--- src/rtl/write_request_queue_pkg.sv ---
// Shared front-end command types plus the write-queue flush FSM types and helpers.
package frontend_command_definition_pkg;
  localparam int BANK_W = 3;
  localparam int ROW_W  = 14;
  localparam int COL_W  = 10;
  localparam int ADDR_W = BANK_W + ROW_W + COL_W;

  typedef struct packed {
    logic [1:0]        opcode;
    logic [BANK_W-1:0] bank;
    logic [ROW_W-1:0]  row;
    logic [COL_W-1:0]  col;
    logic [7:0]        tag;
  } frontend_command_t;

  typedef enum logic [1:0] {
    WRQ_IDLE, WRQ_FLUSH_RAW, WRQ_FLUSH_WM, WRQ_FLUSH_AGE
  } wrq_state_e;

  typedef enum logic [1:0] {
    CAUSE_NONE, CAUSE_RAW, CAUSE_WM, CAUSE_AGE
  } wrq_flush_cause_e;

  // State and its decoded outputs travel together so they always update on the same edge.
  typedef struct packed {
    wrq_state_e       state;
    logic             flush;
    wrq_flush_cause_e cause;
  } wrq_fsm_t;

  function automatic logic [ADDR_W-1:0] cmd_addr(input frontend_command_t c);
    return {c.bank, c.row, c.col};
  endfunction

  function automatic wrq_fsm_t wrq_go(input wrq_state_e s);
    wrq_fsm_t f;
    f.state = s;
    f.flush = (s != WRQ_IDLE);
    case (s)
      WRQ_FLUSH_RAW: f.cause = CAUSE_RAW;
      WRQ_FLUSH_WM:  f.cause = CAUSE_WM;
      WRQ_FLUSH_AGE: f.cause = CAUSE_AGE;
      default:       f.cause = CAUSE_NONE;
    endcase
    return f;
  endfunction
endpackage

--- src/rtl/write_request_queue_addr_match.sv ---
// Parametrised CAM: one comparator per entry, gated by per-entry valid, OR-reduced to one hit.
module write_addr_match #(
  parameter int ENTRIES = 17,
  parameter int ADDR_W  = 27
) (
  input  logic [ENTRIES-1:0][ADDR_W-1:0] i_entry_addr,
  input  logic [ENTRIES-1:0]             i_entry_valid,
  input  logic                           i_probe_valid,
  input  logic [ADDR_W-1:0]              i_probe_addr,
  output logic                           o_hit
);
  logic [ENTRIES-1:0] w_match;

  for (genvar g = 0; g < ENTRIES; g++) begin : g_ent
    assign w_match[g] = i_entry_valid[g] && (i_entry_addr[g] == i_probe_addr);
  end

  assign o_hit = i_probe_valid && (|w_match);
endmodule

--- src/rtl/write_request_queue.sv ---
// Write request FIFO with read-after-write probe and flush control (RAW / watermark / age).
// Age-triggered flush is built only when WRQ_AGE_FLUSH_EN is defined.
module write_request_queue
  import frontend_command_definition_pkg::*;
#(
  parameter int DEPTH_LOG2   = 4,
  parameter int HI_WATERMARK = 12,
  parameter int LO_WATERMARK = 4,
  parameter int AGE_LIMIT    = 255
) (
  input  logic              i_clk,
  input  logic              i_rst_n,
  input  logic              i_wr_valid,
  output logic              o_wr_ready,
  input  frontend_command_t i_wr_cmd,
  input  logic              i_rd_probe_valid,
  input  logic [ADDR_W-1:0] i_rd_probe_addr,
  output logic              o_raw_hit,
  output logic              o_cmd_valid,
  input  logic              i_cmd_ready,
  output frontend_command_t o_cmd,
  output logic [DEPTH_LOG2:0] o_occupancy,
  output logic              o_full,
  output logic              o_empty,
  output logic              o_flush,
  output wrq_flush_cause_e  o_flush_cause
);
  localparam int DEPTH = 1 << DEPTH_LOG2;
  localparam int PW    = DEPTH_LOG2 + 1;
  localparam logic [PW-1:0] DEPTH_W = PW'(DEPTH);
  localparam logic [PW-1:0] HI_W    = PW'(HI_WATERMARK);
  localparam logic [PW-1:0] LO_W    = PW'(LO_WATERMARK);

  frontend_command_t r_mem [DEPTH];
  logic [PW-1:0] r_wr_ptr, r_rd_ptr, r_occ, r_raw_tail;
  logic          r_full, r_empty;
  wrq_fsm_t      r_fsm;

  logic          w_push, w_pop, w_raw_hit;
  logic [PW-1:0] w_wr_ptr_nxt, w_rd_ptr_nxt, w_occ_nxt;

  assign w_push       = i_wr_valid && !r_full;
  assign w_pop        = !r_empty && i_cmd_ready;
  assign w_wr_ptr_nxt = r_wr_ptr + PW'(w_push);
  assign w_rd_ptr_nxt = r_rd_ptr + PW'(w_pop);
  assign w_occ_nxt    = w_wr_ptr_nxt - w_rd_ptr_nxt;

  always_ff @(posedge i_clk) begin
    if (w_push) r_mem[r_wr_ptr[DEPTH_LOG2-1:0]] <= i_wr_cmd;
  end

  always_ff @(posedge i_clk or negedge i_rst_n) begin
    if (!i_rst_n) begin
      r_wr_ptr <= '0;
      r_rd_ptr <= '0;
      r_occ    <= '0;
      r_full   <= 1'b0;
      r_empty  <= 1'b1;
    end else begin
      r_wr_ptr <= w_wr_ptr_nxt;
      r_rd_ptr <= w_rd_ptr_nxt;
      r_occ    <= w_occ_nxt;
      r_full   <= (w_occ_nxt == DEPTH_W);
      r_empty  <= (w_occ_nxt == '0);
    end
  end

  // CAM slot DEPTH carries the write being accepted this cycle.
  logic [DEPTH:0][ADDR_W-1:0] w_cam_addr;
  logic [DEPTH:0]             w_cam_vld;

  for (genvar g = 0; g < DEPTH; g++) begin : g_slot
    logic [DEPTH_LOG2-1:0] w_off;
    assign w_off         = DEPTH_LOG2'(g) - r_rd_ptr[DEPTH_LOG2-1:0];
    assign w_cam_addr[g] = cmd_addr(r_mem[g]);
    assign w_cam_vld[g]  = ({1'b0, w_off} < r_occ);
  end
  assign w_cam_addr[DEPTH] = cmd_addr(i_wr_cmd);
  assign w_cam_vld[DEPTH]  = w_push;

  write_addr_match #(.ENTRIES(DEPTH + 1), .ADDR_W(ADDR_W)) u_match (
    .i_entry_addr (w_cam_addr),
    .i_entry_valid(w_cam_vld),
    .i_probe_valid(i_rd_probe_valid),
    .i_probe_addr (i_rd_probe_addr),
    .o_hit        (w_raw_hit)
  );

`ifdef WRQ_AGE_FLUSH_EN
  localparam int AGE_W = (AGE_LIMIT < 1) ? 1 : $clog2(AGE_LIMIT + 1);
  localparam logic [AGE_W-1:0] AGE_MAX = AGE_W'(AGE_LIMIT);
  logic [AGE_W-1:0] r_age;

  always_ff @(posedge i_clk or negedge i_rst_n) begin
    if (!i_rst_n)                r_age <= '0;
    else if (r_empty || w_pop)   r_age <= '0;
    else if (r_age != AGE_MAX)   r_age <= r_age + AGE_W'(1);
  end
`endif

  always_ff @(posedge i_clk or negedge i_rst_n) begin
    if (!i_rst_n) begin
      r_fsm      <= wrq_go(WRQ_IDLE);
      r_raw_tail <= '0;
    end else if (w_raw_hit) begin
      r_fsm      <= wrq_go(WRQ_FLUSH_RAW);
      r_raw_tail <= w_wr_ptr_nxt;
    end else begin
      case (r_fsm.state)
        WRQ_IDLE: begin
          if (w_occ_nxt >= HI_W) r_fsm <= wrq_go(WRQ_FLUSH_WM);
`ifdef WRQ_AGE_FLUSH_EN
          else if (r_age == AGE_MAX) r_fsm <= wrq_go(WRQ_FLUSH_AGE);
`endif
        end
        WRQ_FLUSH_RAW: begin
          if (r_rd_ptr == r_raw_tail) begin
            if (r_occ >= HI_W) r_fsm <= wrq_go(WRQ_FLUSH_WM);
            else               r_fsm <= wrq_go(WRQ_IDLE);
          end
        end
        WRQ_FLUSH_WM: begin
          if (r_occ <= LO_W) r_fsm <= wrq_go(WRQ_IDLE);
        end
`ifdef WRQ_AGE_FLUSH_EN
        WRQ_FLUSH_AGE: begin
          if (w_occ_nxt >= HI_W)      r_fsm <= wrq_go(WRQ_FLUSH_WM);
          else if (w_occ_nxt == '0)   r_fsm <= wrq_go(WRQ_IDLE);
        end
`endif
        default: r_fsm <= wrq_go(WRQ_IDLE);
      endcase
    end
  end

  assign o_wr_ready    = !r_full;
  assign o_cmd_valid   = !r_empty;
  assign o_cmd         = r_mem[r_rd_ptr[DEPTH_LOG2-1:0]];
  assign o_raw_hit     = w_raw_hit;
  assign o_occupancy   = r_occ;
  assign o_full        = r_full;
  assign o_empty       = r_empty;
  assign o_flush       = r_fsm.flush;
  assign o_flush_cause = r_fsm.cause;
endmodule

--- config.mk ---
export PLATFORM = sky130hd
export DESIGN_NAME = write_request_queue
export DESIGN_NICKNAME = d
export VERILOG_FILES = /design/src/rtl/write_request_queue_pkg.sv /design/src/rtl/write_request_queue_addr_match.sv /design/src/rtl/write_request_queue.sv
export SDC_FILE = /design/constraint.sdc
export NUM_CORES = 1
export LEC_CHECK = 0
export BUFFER_PORTS_ARGS = -buffer_cell sky130_fd_sc_hd__clkbuf_2
export CORE_MARGIN = 2
export CORE_UTILIZATION = 55
export CTS_CLUSTER_SIZE = 30
export DETAILED_ROUTE_END_ITERATION = 10
export PLACE_DENSITY = 0.84
export SYNTH_ARGS = -nofsm -noshare
export SYNTH_HDL_FRONTEND = slang
export SYNTH_SLANG_ARGS = --single-unit
--- constraint.sdc ---
create_clock -name i_clk -period 4.2 [get_ports i_clk]
set_input_delay 0.21 -clock i_clk [delete_from_list [all_inputs] [get_ports i_clk]]
set_output_delay 0.21 -clock i_clk [all_outputs]
set_load 0.005 [all_outputs]
== Yosys cells after proc, flatten, opt, wreduce, memory -nomap -nowiden ==
Memories as Yosys holds them, arrays and structs flattened.
Cells that the tools add are included.
Widths: inputs -> output; s select.

* Register bits after elaboration: 27
* RAM bits: 592
* Memories kept: 1

{| class="wikitable"
|+ Memories
! memory !! depth !! bits a word !! read ports !! clocked after Yosys merged registers in !! wr ports !! RTL line !! RTL
|-
| r_mem || 16 || 37 || 17 || 0 || 1 || write_request_queue.sv:34 || <nowiki>frontend_command_t r_mem [DEPTH];</nowiki>
|}

* $add $sub $neg: 19
* $lt $le $gt $ge: 19
* Eq/ne operators: 24
* Multiplexer cells: 8
* Reduce and logical (&&, ||, !) cells: 26

{| class="wikitable"
|+ Operators by type and width
! kind !! count
|-
| $eq 27x27->1 || 17
|-
| $lt 4x5->1 || 16
|-
| $sub 4x4->4 const A || 8
|-
| $mux 5 || 5
|-
| $logic_and 1x1->1 || 20
|-
| $reduce_or 17->1 || 1
|-
| $sub 3x4->4 const A || 4
|-
| $pmux 5 s3 || 1
|-
| $add 5x1->5 || 2
|-
| $ge 5x4->1 const B || 2
|-
| $ne 3x3->1 const B || 3
|-
| $sub 1x4->4 const A || 2
|-
| $sub 2x4->4 const A || 2
|-
| $eq 5x5->1 || 1
|-
| $eq 5x5->1 const B || 1
|-
| $le 5x3->1 const B || 1
|-
| $logic_not 5->1 || 1
|-
| $sub 5x5->5 || 1
|-
| $reduce_and 3->1 || 1
|-
| $eq 2x1->1 const B || 1
|-
| $eq 2x2->1 const B || 1
|-
| $logic_not 1->1 || 2
|-
| $logic_not 2->1 || 1
|-
| $mux 1 || 2
|}

== Longest topological paths before layout ==
* Depth after elaboration: 8
* Gate-level depth with buffers: 17

== By module ==
Synthesis repeated with hierarchy kept, for this count alone.

* Cell total of the unflattened synthesis: 1756
* Area, all modules: 30146.4 µm²

{| class="wikitable"
|+ By module, submodules not included
! module !! instances !! cells each !! area each (µm²)
|-
| write_request_queue || 1 || 1083 || 24499.7
|-
| write_addr_match || 1 || 673 || 5646.7
|}

== Worst setup path after synthesis ==
OpenSTA, ideal clock, no wires.

* Path type: flip-flop to flip-flop
* Start: reg r_full (netlist: o_full)
* End: mem r_mem[0][0] in the netlist's numbering, enable pin
* Library setup time: 477 ps
* Arrival time: 3476 ps
* Required time: 3723 ps
* Path slack: 246 ps
* Stages on the path, launching flop included: 4
* Path buffers: 0
* Clock period less this slack: 3954 ps
* Cells stage by stage: dfrtp_1 > nand2b_1 > or3_1 > nor3_1

* Word-level cells in the longest chain between the ends: 4

{| class="wikitable"
|+ Ends and longest elaborated chain
! what !! RTL line !! RTL
|-
| start, declared || write_request_queue.sv:36 || <nowiki>logic r_full, r_empty;</nowiki>
|-
| start signal, assigned || write_request_queue.sv:63 || <nowiki>r_full <= (w_occ_nxt == DEPTH_W);</nowiki>
|-
| $logic_not 1->1 || write_request_queue.sv:42 || <nowiki>assign w_push = i_wr_valid && !r_full;</nowiki>
|-
| $logic_and 1x1->1 || write_request_queue.sv:42 ||
|-
| $mux 1 || write_request_queue.sv:49 || <nowiki>if (w_push) r_mem[r_wr_ptr[DEPTH_LOG2-1:0]] <= i_wr_cmd;</nowiki>
|-
| $mux 1 (implied by the code) || write_request_queue.sv:49 ||
|-
| end, declared || write_request_queue.sv:34 ||
|}

Every way passes these cells.

== Worst setup path after layout ==
* Start: reg r_rd_ptr[1]
* End: out o_raw_hit

* Word-level cells in the longest chain between the ends: 5

{| class="wikitable"
|+ Ends and longest elaborated chain
! what !! RTL line !! RTL
|-
| start, declared || write_request_queue.sv:35 || <nowiki>logic [PW-1:0] r_wr_ptr, r_rd_ptr, r_occ, r_raw_tail;</nowiki>
|-
| start signal, assigned || write_request_queue.sv:61 || <nowiki>r_rd_ptr <= w_rd_ptr_nxt;</nowiki>
|-
| $sub 1x4->4 (tied with other cells) || write_request_queue.sv:74 || <nowiki>assign w_off = DEPTH_LOG2'(g) - r_rd_ptr[DEPTH_LOG2-1:0];</nowiki>
|-
| $lt 4x5->1 || write_request_queue.sv:76 || <nowiki>assign w_cam_vld[g] = ({1'b0, w_off} < r_occ);</nowiki>
|-
| $logic_and 1x1->1 || write_request_queue_addr_match.sv:15 || <nowiki>assign w_match[g] = i_entry_valid[g] && (i_entry_addr[g] == i_probe_addr);</nowiki>
|-
| $reduce_or 17->1 * || write_request_queue_addr_match.sv:18 || <nowiki>assign o_hit = i_probe_valid && (|w_match);</nowiki>
|-
| $logic_and 1x1->1 * || write_request_queue_addr_match.sv:18 ||
|-
| end, declared || write_request_queue.sv:18 || <nowiki>output logic o_raw_hit,</nowiki>
|}

Mark *: on every way between the ends. The rest lies on a longest branch, timed or not.

==> flow_metrics.tcl <==
set metrics [dict create \
    fin_area_sq_um 33600 \
    worst-path-max-fanout 57 \
    grt_pass1_vias 17860 \
    layout.cells.non_filler 2647 \
    cts_root_buffer "clkbuf_16" \
    portBuffers 118 \
    rsz0062_at_grt "false" \
    start_kind "flop" \
    clk_latency_ns 0.63 \
    slowest_delay_ns 0.73 \
    period_needed_ns 4.10 \
    route.detailed.drc 0 \
    ys_seq_area_share_pct 61.3 \
    synth_area_leader_cell "edfxtp_1" \
    end_kind "primary output" \
    drt-initial-drc-count 3020 \
    netlist_area_sq_um 30000 \
    critical_path_required_ns 3.99 \
    finalSetupViolCount 0 \
    max_freq_mhz 244 \
    met2_length_microns 46200 \
    synth-edff-count 592 \
    dpl-instance-area_sq_um 31400 \
    async_flop_share_pct 4.05 \
    wl_microns 103000 \
    top_layer "met5" \
    p_per_area_nw_per_um2 640 \
    synth_top_area_share_pct 59.2 \
    routedWlPerCell_microns 39.0 \
    synth_area_leaders "edfxtp_1, mux4_2, xor2_1, xnor2_1, dfrtp_1" \
    period_share_pct 97.5 \
    gr-total-overflow 0 \
    avgSynthCellArea_sq_um 17.3 \
    clk_path_buf_depth 3 \
    path_cells "buf_4 -> ha_1 -> o21ai_1 -> a21oi_1 -> a211oi_1 -> a2111oi_1 -> nand4_1 -> o31ai_4 -> inv_4 -> clkbuf_2" \
    drive_gt1_share_pct 26.0 \
    grt_max_degree 87 \
    status "completed" \
    fin_setup_tns_ns 0 \
    ant_nets 0 \
    p_leak_uw 0.0115 \
    num_vias 18273 \
    crit_type "reg -> out" \
    yosys_warnings 0 \
    grt_usage_pct 37.1 \
    area_growth_pct 11.9 \
    hold_viol 0 \
    io_pins 119 \
    fp.dieH_microns 238 \
    slew_headroom_pct 21.3 \
    clkSinkCount 617 \
    skew_ns 0.0242 \
    initial_core_util_pct 55.6 \
    die-area_sq_um 56400 \
    crit_arrival_ns 3.89 \
    final_nets 2011 \
    final_core_util_pct 62.3 \
    maxSlewViolCount 0 \
    hp-class "in -> reg" \
    ys_types 57 \
    wl_met3_microns 13200 \
    syn_nets 1847 \
    htree_levels 3 \
    synthFlopType "edfxtp_1" \
    cap_violations 0 \
    grt_pass1_wl_microns 142000 \
    core-area_sq_um 53900 \
    worst_pin_slew_ns 1.18 \
    globalplace.congestion 1.09 \
    die_w_microns 238 \
    synth-seq-cells 617 \
    rows 85 \
    place_hpwl_microns 72600 \
    dp.cells 2509 \
    drt_first_pass_iters 6 \
    cts_tree "built" \
    drt-met1-wl_microns 37500 \
    clkTransAtPathRegs_ns 0.06 \
    antenna_found_initial 9 \
    irDropWorstVdd_mv 0.793 \
    syn_inst 1732 \
    numCtsBuffers 66 \
    detail_route.vias_per_cell 6.90 \
    crit_slowest_cell "buf_4" \
]
==> cells in the mapped netlist, drive strengths merged (2+ instances only) <==
cell type and count:
edfxtp 592, xor2 410, mux4 185, nor4 94, xnor2 72, buf 69
ha 45, inv 36, clkbuf 32, nand4 32, dfrtp 24, nor2 21
nand3 20, a2111oi 17, a21oi 16, nor3 11, nand2 8, o21ai 6
a211oi 5, a21o 5, mux2 5, nand2b 5, a211o 2, nand3b 2
o2111ai 2, o211ai 2, o22ai 2
==> cell families (layout without fill, tap and decap cells) <==
kind of cell               after synthesis  after routing  share of synthesized area, %
muxes                                  191            191                          14.2
buffers and inverters                  137            353                          2.98
xor gates and xnor gates               482            482                          14.1
AOI/OAI and AO/OA                       62             62                          1.65
other                                    0              3                             0
adders and majority gates               46             46                          1.94
and+or+nand+nor                        197            197                          3.82
DFF                                    617            617                          61.3
==> final cells by class <==
| cell class | count | area (sq um) |
|---|---|---|
| clock inverters | 45 | 358 |
| multi-input cells | 978 | 10800 |
| diodes | 3 | 7.51 |
| fillers | 3744 | 20300 |
| clock buffers | 75 | 1690 |
| well taps | 696 | 871 |
| repair buffers | 197 | 1250 |
| inverters | 36 | 139 |
| flip-flops and latches | 617 | 18400 |
==> cell usage in the layout (no fill, tap or decap), types with 3 or more instances in the layout <==
master,instances
a2111oi_0,12
a211oi_1,5
a21o_1,5
a21oi_1,15
buf_12,3
buf_4,64
bufinv_16,3
clkbuf_1,9
clkbuf_16,66
clkbuf_2,118
clkinv_1,18
clkinv_2,17
dfrtp_1,20
diode_2,3
dlygate4sd3_1,12
edfxtp_1,592
ha_1,45
inv_1,33
inv_6,3
mux2_4,4
mux4_2,185
nand2_1,8
nand2b_1,5
nand3_1,20
nand4_1,31
nor2_1,9
nor2_4,12
nor3_1,5
nor3_2,6
nor4_1,91
o21ai_0,3
o21ai_1,3
xnor2_1,72
xor2_1,408
==> flip-flops by register name, indices dropped and copies added, names as in the netlist <==
name,count
r_mem,592
o_occupancy,5
r_raw_tail,5
r_rd_ptr,5
r_wr_ptr,5
r_fsm,2
o_empty,1
o_flush,1
o_full,1
==> power breakdown <==
part | switching [uW] | total [uW] | internal [uW]
clock | 2490 | 5600 | 3110
combinational | 4570 | 7950 | 3380
sequential | 423 | 7920 | 7500
==> worst max-delay path: cells and delay by family (launching register included) <==
| family | cells | cell delay (ns) |
|---|---|---|
| fa+ha+maj | 1 | 0.32 |
| compound gates | 5 | 1.30 |
| buf+inv | 3 | 0.97 |
| simple gates | 1 | 0.21 |
| flops | 1 | 0.46 |
==> routing by layer <==
layer	vias to the layer above	track usage [%]
li1	7087	-
met1	9380	50.5
met2	1510	55.1
met3	284	10.6
met4	12	18.9
met5	-	0
==> path summary, 6_finish.rpt <==
path | slack, ns | start | to | depth (start not counted)
worst max-delay path | 0.10 | r_rd_ptr[1]$_DFF_PN0_ | o_raw_hit | 10
worst min-delay path | 0.02 | i_wr_cmd[11] | r_mem[9][11]$_DFFE_PP_ | 1
worst max register to register | 0.62 | r_rd_ptr[1]$_DFF_PN0_ | r_raw_tail[3]$_DFFE_PN0P_ | 10
worst min register to register | 0.52 | r_raw_tail[0]$_DFFE_PN0P_ | r_raw_tail[0]$_DFFE_PN0P_ | 1
max in group asynchronous | 3.62 | i_rst_n | r_rd_ptr[1]$_DFF_PN0_ | 2
min in group asynchronous | 0.13 | i_rst_n | r_fsm[3]$_DFFE_PN0P_ | 2
==> what timing repair did <==
action                     CTS  global route
buffers inserted             0             3
hold endpoints to repair   188             0
hold buffers                12             0
setup endpoints to repair    1             1
gates resized for setup      3             3
pin swaps                    1             0
==> metrics by stage <==
step                      hold WS (ns)  power (uW)  setup WS, ns
after CTS                     0.000961       21400        0.0830
after detailed placement         0.241       15800         0.294
final                           0.0249       21500         0.105
after floorplan                -0.0856       12800         0.246
after global placement           0.232       15700         0.306
after global routing            0.0505       22100       0.00670
(Power assumes the default switching activity.)
